<file path="config.mk">
export PLATFORM = sky130hd
export DESIGN_NAME = mvu_dbank_reader
export DESIGN_NICKNAME = d
export VERILOG_FILES = /design/src/rtl/mvu_dbank_reader.sv
export SDC_FILE = /design/constraint.sdc
export NUM_CORES = 1
export LEC_CHECK = 0
export BUFFER_PORTS_ARGS = -buffer_cell sky130_fd_sc_hd__buf_2
export CAP_MARGIN = 25
export CELL_PAD_IN_SITES_DETAIL_PLACEMENT = 1
export CELL_PAD_IN_SITES_GLOBAL_PLACEMENT = 1
export CORE_UTILIZATION = 45
export CTS_CLUSTER_SIZE = 10
export DETAILED_ROUTE_END_ITERATION = 12
export GPL_ROUTABILITY_DRIVEN = 0
export PLACE_DENSITY = 0.84
export SLEW_MARGIN = 20
export SYNTH_ARGS = -nofsm -noshare
export SYNTH_HDL_FRONTEND = slang
export SYNTH_SLANG_ARGS = --single-unit
</file>
<file path="constraint.sdc">
create_clock -name clk -period 4.5 [get_ports clk]
set_input_delay 0.45 -clock clk [delete_from_list [all_inputs] [get_ports clk]]
set_output_delay 0.45 -clock clk [all_outputs]
set_load 0.005 [all_outputs]
</file>
<file path="src/rtl/mvu_dbank_reader.sv">
// mvu_dbank_reader: strided read-back engine for an MVU data bank with a credit-protected output FIFO.
// Optional build: define MVU_DBRD_WRAPCHK_EN to build the sticky address-wrap flag err_wrap.
module mvu_dbank_reader #(
    parameter int BDBANKA      = 15,
    parameter int BDBANKW      = 64,
    parameter int BLENGTH      = 15,
    parameter int BJUMP        = 15,
    parameter int MEMRDLATENCY = 2,
    parameter int FIFODEPTH    = 4
) (
    input  logic               clk,
    input  logic               rst,
    input  logic               start,
    input  logic [BDBANKA-1:0] baddr,
    input  logic [BLENGTH-1:0] length,
    input  logic [BJUMP-1:0]   jump,
    output logic               busy,
    output logic               done,
    output logic               rd_en,
    output logic [BDBANKA-1:0] rd_addr,
    input  logic [BDBANKW-1:0] rd_data,
    output logic               m_valid,
    output logic [BDBANKW-1:0] m_data,
    output logic               m_last,
    input  logic               m_ready,
    output logic               err_wrap,
    output logic [1:0]         dbg_state
);
    localparam int CW = $clog2(FIFODEPTH + 1);
    localparam int PW = $clog2(FIFODEPTH);
    localparam int LW = $clog2(MEMRDLATENCY + 1);

    typedef enum logic [1:0] {IDLE = 2'd0, ISSUE = 2'd1, DRAIN = 2'd2} state_t;

    state_t                  state;
    logic [BDBANKA-1:0]      addr;
    logic [BDBANKA-1:0]      next_addr;
    logic [BJUMP-1:0]        jump_q;
    logic [BLENGTH-1:0]      remaining;
    logic [MEMRDLATENCY-1:0] sr_v;
    logic [MEMRDLATENCY-1:0] sr_last;
    logic [BDBANKW:0]        fifo_mem [FIFODEPTH];
    logic [PW-1:0]           wr_ptr;
    logic [PW-1:0]           rd_ptr;
    logic [CW-1:0]           count;
    logic [LW-1:0]           inflight;
    logic                    issue;
    logic                    push;
    logic                    pop;
    logic                    head_last;

    always_comb begin
        inflight = '0;
        for (int i = 0; i < MEMRDLATENCY; i++) inflight = inflight + LW'(sr_v[i]);
    end

    // A read is only issued when a FIFO slot is already reserved for its return word.
    assign issue = (state == ISSUE) && (remaining != '0) &&
                   ((int'(inflight) + int'(count)) < FIFODEPTH);
    assign push  = sr_v[MEMRDLATENCY-1];

    // Stream handshake: a word transfers on any cycle with m_valid && m_ready;
    // while m_valid && !m_ready the head word and its m_last are held unchanged.
    assign m_valid   = (count != '0);
    assign pop       = m_valid && m_ready;
    assign head_last = fifo_mem[rd_ptr][BDBANKW];
    assign m_data    = m_valid ? fifo_mem[rd_ptr][BDBANKW-1:0] : '0;
    assign m_last    = m_valid && head_last;
    assign rd_en     = issue;
    assign rd_addr   = addr;
    assign dbg_state = state;

`ifdef MVU_DBRD_WRAPCHK_EN
    logic [BDBANKA:0] addr_sum;
    logic             wrap;
    // The extra top bit is set exactly when the signed step leaves [0, 2^BDBANKA).
    assign addr_sum  = {1'b0, addr} + (BDBANKA+1)'(signed'(jump_q));
    assign next_addr = addr_sum[BDBANKA-1:0];
    assign wrap      = addr_sum[BDBANKA];

    always_ff @(posedge clk) begin
        if (rst)                        err_wrap <= 1'b0;
        else if (state == IDLE && start) err_wrap <= 1'b0;
        else if (issue && wrap)          err_wrap <= 1'b1;
    end
`else
    assign next_addr = addr + BDBANKA'(signed'(jump_q));
    assign err_wrap  = 1'b0;
`endif

    always_ff @(posedge clk) begin
        if (rst) begin
            state     <= IDLE;
            addr      <= '0;
            jump_q    <= '0;
            remaining <= '0;
            busy      <= 1'b0;
            done      <= 1'b0;
        end else begin
            done <= 1'b0;
            case (state)
                IDLE: begin
                    if (start) begin
                        addr      <= baddr;
                        jump_q    <= jump;
                        remaining <= length;
                        if (length != '0) begin
                            busy  <= 1'b1;
                            state <= ISSUE;
                        end else begin
                            done  <= 1'b1;
                        end
                    end
                end
                ISSUE: begin
                    if (issue) begin
                        addr      <= next_addr;
                        remaining <= remaining - BLENGTH'(1);
                        if (remaining == BLENGTH'(1)) state <= DRAIN;
                    end
                end
                DRAIN: begin
                    if (pop && head_last) begin
                        state <= IDLE;
                        busy  <= 1'b0;
                        done  <= 1'b1;
                    end
                end
                default: state <= IDLE;
            endcase
        end
    end

    // Return-data tracking and FIFO pointers; clearing these on reset drops any in-flight reads.
    always_ff @(posedge clk) begin
        if (rst) begin
            sr_v    <= '0;
            sr_last <= '0;
            wr_ptr  <= '0;
            rd_ptr  <= '0;
            count   <= '0;
        end else begin
            sr_v    <= (sr_v << 1) | MEMRDLATENCY'(issue);
            sr_last <= (sr_last << 1) | MEMRDLATENCY'(issue && (remaining == BLENGTH'(1)));
            if (push) wr_ptr <= wr_ptr + PW'(1);
            if (pop)  rd_ptr <= rd_ptr + PW'(1);
            case ({push, pop})
                2'b10:   count <= count + CW'(1);
                2'b01:   count <= count - CW'(1);
                default: count <= count;
            endcase
        end
    end

    always_ff @(posedge clk) begin
        if (push) fifo_mem[wr_ptr] <= {sr_last[MEMRDLATENCY-1], rd_data};
    end
endmodule

</file>
* Word-level counts from Yosys, hierarchy flattened *
Memories as Yosys holds them, arrays and structs flattened. A register that Yosys moved wholly into a read port is not among the register bits.
Cells that the tools add are included.

storage, ports and cells
  bits in writable memories = 260
  logic and storage cells = 76
  input bits = 113
  memories kept = 1
  register bits = 60

cells by class
  bitwise operators = 2
  multiplexer cells = 26
  add/sub/neg operators = 8
  magnitude comparators = 1
  reductions and logical operators = 17
  equal/unequal tests = 10

memories
  memory    depth  bits a word  rd ports  clocked after Yosys merged registers in  write ports  line  RTL
  fifo_mem  4      65           1         1                                        1            42    logic [BDBANKW:0] fifo_mem [FIFODEPTH];

operator list
  operator                                                                       number
  64-bit 2-to-1 mux                                                              1
  15-bit 2-to-1 mux                                                              4
  15-bit case mux with 2 select lines                                            2
  15-bit nonzero test                                                            2
  15-bit adder                                                                   1
  15-bit by 1-bit equality test with 1-bit output (second input constant)        1
  15-bit by 1-bit subtractor with 15-bit output (second input constant)          1
  2-bit 2-to-1 mux                                                               7
  1-bit 2-to-1 mux                                                               8
  2-bit inequality test (second input constant)                                  4
  1-bit logical AND                                                              6
  2-bit case mux with 3 select lines                                             1
  3-bit case mux with 2 select lines                                             1
  2-bit nonzero test                                                             3
  5-bit AND reduction                                                            1
  2-bit by 1-bit adder with 2-bit output (second input constant)                 2
  2-bit by 3-bit adder with 4-bit output                                         1
  2-bit by 1-bit equality test with 1-bit output (second input constant)         2
  2-bit equality test (second input constant)                                    2
  4-bit by 3-bit less-than comparator with 1-bit output (second input constant)  1
  2-bit by 1-bit OR with 2-bit output                                            2
  1-bit case mux with 2 select lines                                             2
  4-bit AND reduction                                                            1
  3-bit by 1-bit adder with 3-bit output (second input constant)                 1
  other kinds (7)                                                                7

* Longest topological paths before layout *
Gate-level depths: netlist (run 1).

  depth after elaboration = 6
  gate-level depth with buffers = 9

* Least setup slack after synthesis (run 1) *
OpenSTA, ideal clock, no wires.

  path kind = reg2reg
  start = reg sr_v[1]
  end = mem fifo_mem[0][0] (netlist name), enable pin
  data arrival time = 2.097 ns
  slack = 1.974 ns
  library setup time = 0.430 ns
  buffers on the path = 1
  required time = 4.070 ns
  cell stages (with the launch flop) = 3
  path through = dfxtp_1 clkbuf_1 and2_1

between the ends
  longest elaborated chain between the ends = 2

RTL lines
  element                                 line  RTL
  start: declaration                      40    logic [MEMRDLATENCY-1:0] sr_v;
  start signal: assignment                143   sr_v <= (sr_v << 1) | MEMRDLATENCY'(issue);
  1-bit 2-to-1 mux                        156   if (push) fifo_mem[wr_ptr] <= {sr_last[MEMRDLATENCY-1], rd_data};
  1-bit 2-to-1 mux (not written as such)  156
  end: declaration                        42

Every way passes these cells.

* Worst setup path in the final report (run 1) *
  start = reg remaining[0]
  end = out rd_en

between the ends
  longest elaborated chain between the ends = 3

RTL lines
  element                         line  RTL
  start: declaration              39    logic [BLENGTH-1:0] remaining;
  start signal: assignment        106   remaining <= length;
  start signal: assignment        118   remaining <= remaining - BLENGTH'(1);
  15-bit nonzero test             58    assign issue = (state == ISSUE) && (remaining != '0) &&
  1-bit logical AND (2 in a row)  58
  end: declaration                19    output logic rd_en,

Every way passes these cells.

==> impl_metrics.csv, run 1 <==
group,metric,value,unit
run_status,run_status,"finished clean",
grt,grt_usage,21.0,%
synth,async_flop_share,0,%
detailed_routing,drc_errors,0,
critical_path,crit_path_start_kind,"flop",
floorplanning,io_pins,200,
synth,ys_seq_area_share,67.1,%
cts,cts_num_sinks,322,
pwr,totalPowerFinal,7220,uW
critical_path,cp-end-kind,"primary output",
sta,rsz0062_at_grt,"no",
placed_design,portBuffers,198,
grt,grt-ovfl-total,0,
cts,cts_tree,"done",
placed_design,pre_cts_ws,1.61,ns
synth,synth-compound-area-share,6.69,%
cts,htree_levels,2,
cts,clockRootBuffer,"clkbuf_16",
critical_path,crit_arrival,2.76,ns
floorplanning,die_area,30700,sq um
pwr,power_density,451,nW/um^2
detailed_routing,first_pass_iters,4,
sta,finalWorstSetupSlack,1.29,ns
grt,use_met3,4.79,%
run,maxCapViolCount,0,
synth,ys_warn_count,0,
sta,finalSetupViolCount,0,
sta,hold_viol_final,0,
placed_design,place_inst,1434,
placed_design,place_hpwl,20000,um
layout,stdcell_count,1494,
detailed_routing,ant_nets,0,
grt,globalRouteMet1Util,27.4,%
floorplanning,die_y,175,um
layout,areaGrowthSynthToFinish,18.6,%
synth,synth_top_area_share,57.9,%
cts,cts-resized-gates,0,
detailed_routing,drtIter0Drc,558,
floorplanning,core,29600,sq um
synth,synth_xor_xnor_area_share,0.585,%
grt,grt_pass1_vias,8865,
synth,syn_area,13500,sq um
grt,grt_pass1_wl,49500,um
cts,post-cts-setup-buffers,0,
critical_path,critPathMaxFanout,6,
grt,grt-busiest-layer,"met2",
floorplanning,start_util,45.6,%
synth,synth_edf_count,260,
synth,synth_top_family_by_area,"multiplexers",
pwr,p_leak,0.00583,uW
synth,yosys_most_used_dff,"edfxtp_1",
layout,nNetsFinal,1225,
detailed_routing,vias,8314,
floorplanning,die-width,175,um
synth,synthDistinctLibCells,58,
floorplanning,rows,63,
cts,cts_hold_buf,0,
detailed_routing,via_per_inst,5.56,
sta,finalSetupTns,0,ns
synth,yosys_register_bits,322,
sta,skew,0.0114,ns
sta,tightest_slew,1.01,ns
synth,synthMuxAreaShare,11.1,%
synth,synth_simple_gate_area_share,10.0,%
critical_path,crit_type,"reg -> out",
synth,synth_adder_area_share,2.34,%
sta,slew_headroom,32.4,%
min_path,hold_class,"in -> reg",
sta,final_max_slew_viol_count,0,
detailed_routing,wl,31700,um
synth,syn_nets,1025,
layout,drive_gt1_share,30.9,%
grt,antenna_found_initial,3,
synth,synth_cells,888,
sta,fmax,0.312,GHz
synth,postSynthAreaPerCell,15.2,sq um
cts,clkTransAtPathRegs,0.05,ns
sta,period_share,71.3,%
pwr,ir_worst_vdd,0.255,mV
synth,yosysTopAreaCell,"edfxtp_1",
grt,grt_max_degree,68,
grt,use_met2,35.6,%
detailed_routing,wl_per_cell,21.2,um
layout,nFillCells,2931,
cts,clk_latency,0.52,ns
sta,fin_crit,3.21,ns
synth,ys_top_cells_by_area,"edfxtp_1 (58%), mux4_2 (11%), dfxtp_1 (9.2%)",
cts,clock_path_buffers,3,
critical_path,crit_required,4.05,ns
cts,cts_buffers,39,
[cells by family after synthesis]
kind of cell / Yosys count
adder cells (fa/ha/maj): 24
multiplexers: 68
AND/OR/NAND/NOR: 261
XOR/XNOR: 9
flip-flops: 322
other: 1
buffers and inverters: 64
AO/OA/AOI/OAI: 139
[final cells by class]
| type | count | area, sq um | area share [%] |
|---|---|---|---|
| multi-input combinational | 502 | 4160 | 26.0 |
| tap | 390 | 488 | 3.05 |
| clock inverter | 5 | 38.8 | 0.242 |
| antenna | 1 | 2.50 | 0.0156 |
| timing repair buffer | 208 | 1130 | 7.04 |
| inverter | 15 | 56.3 | 0.352 |
| clock buffer | 51 | 1070 | 6.70 |
| sequential | 322 | 9050 | 56.6 |
[stage by stage]
step           hold WS (ns)  area, sq um  utilization (%)
2_1_floorplan         0.414        13500                -
3_3_place_gp          0.422        14800             50.1
3_5_place_dp          0.433        14800             50.1
4_1_cts               0.120        15900             53.9
5_1_grt               0.122        16000             54.1
6_report              0.147        16000             54.1
[per-layer routing]
metal / vias to the layer above / wire [um] / part of all wire (%)
li1: 3800 / - / -
met1: 4198 / 13600 / 43
met2: 261 / 15600 / 49
met3: 51 / 1980 / 6.2
met4: 4 / 531 / 1.7
met5: - / 31 / 0.098
[registers in the layout, indices dropped and copies added (netlist names), 2 cells and up, named ones only]
name and cells:
fifo_mem 260, jump_q 15, rd_addr 15, remaining 15
count 3, dbg_state 2, rd_ptr 2, sr_last 2
sr_v 2, wr_ptr 2
[critical path: stages (launching register included)]
cell     delay (ns)
dfxtp_1        0.35
inv_1          0.09
ha_1           0.21
or3b_1         0.42
or4_4          0.60
nand2_1        0.29
inv_1          0.12
buf_2          0.15
[path summary, 6_finish.rpt]
check / startpoint / endpoint / slack (ns) / cells past startpoint
hold / removal: rd_data[40] / fifo_mem[3][40] / 0.15 / 1
setup / recovery: remaining[0] / rd_en / 1.29 / 7
setup reg to reg: remaining[0] / rd_addr[13] / 1.60 / 7
hold reg to reg: sr_last[0] / sr_last[1] / 0.44 / 1
[Yosys cell counts (6+ instances only)]
master and instances:
inv_1 15, nor3_1 18, nor2_1 51, edfxtp_1 260
nand2_1 69, a22oi_1 6, buf_1 7, nand3_1 8
xor2_1 6, nor4_1 7, dfxtp_1 62, a21oi_1 48
clkbuf_1 30, and2_1 71, a21o_1 10, ha_1 22
o21ai_0 22, a31oi_1 6, a211oi_1 13, nor2b_1 6
mux4_2 65, buf_2 6
[cells in the final DEF (no fill, tap or decap), drive strengths merged, types with 4 or more instances in the layout]
cell type	netlist	routed
o31ai	4	4
nand2	69	69
nor2	51	51
buf	19	208
nor4	7	7
dfxtp	62	62
a21oi	49	49
and4	4	4
nor3	22	22
or3	4	4
ha	22	22
and2	71	71
nand3	8	8
o21ai	28	28
inv	15	16
clkinv	0	4
or4	4	4
nor3b	4	4
a211oi	14	14
a311oi	4	4
edfxtp	260	260
xor2	6	6
o31a	4	4
a21o	11	11
a31oi	6	6
nor2b	6	6
clkbuf	30	51
a22oi	6	6
mux4	65	65
[where the power goes]
part / internal (uW) / switching [uW] / total [uW]
Combinational: 486 / 560 / 1050
Clock: 1650 / 1130 / 2780
Sequential: 3300 / 97.9 / 3390
Power figures use the tool's default switching activity.
==> inputs of run 2 (changes only) <==
ABC_AREA = 1   (was default)
CORE_UTILIZATION = 40   (was 45)
clock period = 2.63 ns   (was 4.5 ns; I/O delays follow)
==> impl_metrics.csv, run 2 <==
group,metric,value,unit
run_status,run_status,"finished clean",
layout,layout.area.seq,9050,sq um
synth,synth_simple_gate_area_share,15.7,%
cts,clkTransAtPathRegs,0.05,ns
grt,grt-ovfl-total,0,
detailed_routing,wl_per_cell,19.3,um
synth,synth_xor_xnor_area_share,0.443,%
sta,finalSetupViolCount,0,
detailed_routing,ant_nets,0,
synth,syn_nets,1495,
synth,yosys_most_used_dff,"edfxtp_1",
sta,slew_headroom,38.7,%
synth,yosysMostFrequentCell,"nor2_1",
sta,fin_crit,2.52,ns
floorplanning,die_area,35300,sq um
sta,period_share,95.6,%
synth,async_flop_share,0,%
pwr,totalPowerFinal,13800,uW
min_path,hold_class,"in -> reg",
critical_path,cpMaxStageDelayCell,"dfxtp_4",
critical_path,critPathMaxFanout,130,
critical_path,slowest_delay,0.36,ns
synth,synth-compound-area-share,11.4,%
detailed_routing,via_per_inst,5.23,
pwr,p_leak,0.00681,uW
cts,clockRootBuffer,"clkbuf_16",
synth,ys_top_cells_by_area,"edfxtp_1 (56%), nor2_1 (9.1%), dfxtp_1 (9.0%)",
layout,final_cell_mix,"nor2_1 (337), edfxtp_1 (260), buf_2 (198)",
layout,areaGrowthSynthToFinish,23.7,%
floorplanning,core,33800,sq um
critical_path,worst_path_most_repeated_cell,"nor2_1",
detailed_routing,vias,10900,
synth,ys_warn_count,0,
cts,cts_num_sinks,322,
min_path,holdPathStages,3,
placed_design,place_hpwl,24400,um
grt,grt_pass1_wl,62300,um
layout,largest_register_ffs,260,
cts,htree_levels,2,
cts,cts_tree,"done",
sta,final_max_slew_viol_count,0,
layout,nNetsFinal,1753,
synth,synth_edf_count,260,
synth,syn_area,13800,sq um
sta,skew,0.0150,ns
cts,clock_path_buffers,3,
detailed_routing,drc_errors,0,
synth,synthTopCellsByCount,"nor2_1 (337), edfxtp_1 (260), o21ai_0 (190), nand2_1 (128), a21oi_1 (114)",
floorplanning,rows,67,
sta,finalSetupTns,0,ns
synth,synth_adder_area_share,2.28,%
sta,fmax,0.398,GHz
layout,nFillCells,3742,
synth,yosysTopAreaCell,"edfxtp_1",
sta,rsz0062_at_grt,"no",
grt,grt_usage,22.5,%
layout,top_register,"fifo_mem",
critical_path,crit_path_cell_trace,"buf_12 > nor2_1 > nor2_1 > o21ai_0 > a21oi_1 > buf_2",
sta,hold_viol_final,0,
synth,synthDistinctLibCells,37,
floorplanning,die_y,188,um
critical_path,r2r_start,"remaining[0]",
floorplanning,start_util,41.0,%
cts,post-cts-setup-buffers,0,
pwr,ir_worst_vdd,0.414,mV
sta,finalWorstSetupSlack,0.115,ns
cts,clk_latency,0.52,ns
critical_path,cp-end-kind,"primary output",
critical_path,crit_path_start_kind,"flop",
synth,yosys_register_bits,322,
synth,postSynthAreaPerCell,10.2,sq um
detailed_routing,first_pass_iters,5,
synth,synthMuxAreaShare,0.289,%
placed_design,pre_cts_ws,0.386,ns
layout,final_common_cell,"nor2_1",
pwr,power_density,804,nW/um^2
critical_path,crit_type,"reg -> out",
critical_path,reg2reg_depth,12,
critical_path,r2r_slack,0.28,ns
run,maxCapViolCount,0,
floorplanning,io_pins,200,
floorplanning,die-width,188,um
layout,drive_gt1_share,17.6,%
detailed_routing,wl,40200,um
synth,synth_top_area_share,56.4,%
critical_path,crit_required,2.37,ns
layout,final_util,50.7,%
placed_design,portBuffers,198,
cts,cts_buffers,38,
detailed_routing,drtIter0Drc,642,
sta,tightest_slew,0.919,ns
grt,grt_max_degree,131,
layout,multi_input_area,4180,sq um
synth,synth_cells,1358,
synth,synth_top_family_by_area,"simple AND/OR/NAND/NOR gates",
critical_path,timing.rr.end,"remaining[0]",
synth,ys_seq_area_share,65.4,%
min_path,hold_start,"jump[14]",
grt,grt_pass1_vias,11600,
min_path,hold_end,"jump_q[14]",
critical_path,crit_arrival,2.25,ns
grt,antenna_found_initial,5,
[run 2: final cells by class]
type                            instances  area share (%)
Antenna cell                            5          0.0731
Timing Repair Buffer                  285            11.2
Sequential cell                       322            52.9
Clock buffer                           52            6.04
Inverter                               87            1.91
Multi-Input combinational cell        882            24.4
Clock inverter                          2           0.190
Tap cell                              448            3.27
[run 2: repair_timing]
action                     CTS  global route
setup endpoints to repair    0             0
hold buffers                66             0
gates resized for setup      0             0
hold endpoints to repair   258             0
[run 2: kinds of logic (layout without fill, tap and decap cells)]
logic type               count (synthesis)  count (layout)
AO/OA/AOI/OAI                          312             312
XOR/XNOR                                 7               7
adder cells (fa/ha/maj)                 24              24
buffers and inverters                  154             426
flip-flops                             322             322
multiplexers                             4               4
other                                    1               6
AND/OR/NAND/NOR                        534             534
[run 2: where the power goes]
part,internal [uW],switching [uW],total [uW]
Clock,2720,1940,4660
Combinational,1140,2170,3300
Sequential,5660,130,5790
[run 2: worst max-delay path, delay by kind of cell, from the launching register on]
| kind | cells | cell delay, ns |
|---|---|---|
| AOI/OAI and AO/OA | 2 | 0.34 |
| DFF | 1 | 0.36 |
| and+or+nand+nor | 2 | 0.26 |
| buffers and inverters | 2 | 0.52 |
[run 2: how the worst max path moves through the flow]
stage / from / to / slack [ns] / cells past startpoint
floorplan: wr_ptr[0] / fifo_mem[2][0] / 0.34 / 4
global placement: remaining[0] / rd_addr[14] / 0.52 / 13
detailed placement: remaining[0] / remaining[0] / 0.39 / 12
CTS: count[0] / m_data[15] / 0.15 / 4
global route: flop / m_data[28] / 0.03 / 6
finish: flop / m_data[15] / 0.11 / 6
[run 2: through the flow]
stage | area [sq um] | hold slack, ns | instances
2_1_floorplan | 13800 | 0.332 | 1358
3_3_place_gp | 15400 | 0.400 | 1958
3_5_place_dp | 15400 | 0.398 | 1958
4_1_cts | 17100 | 0.000230 | 2078
5_1_grt | 17100 | 0.0185 | 2082
6_report | 17100 | 0.0117 | 2083
[run 2: per-layer routing]
metal / global-route usage, % / part of all wire, % / vias to the layer above
li1: - / - / 5151
met1: 26.6 / 42 / 5392
met2: 41.8 / 52 / 298
met3: 3.63 / 4.7 / 59
met4: 5.97 / 2.0 / 0
met5: 0 / 0 / -
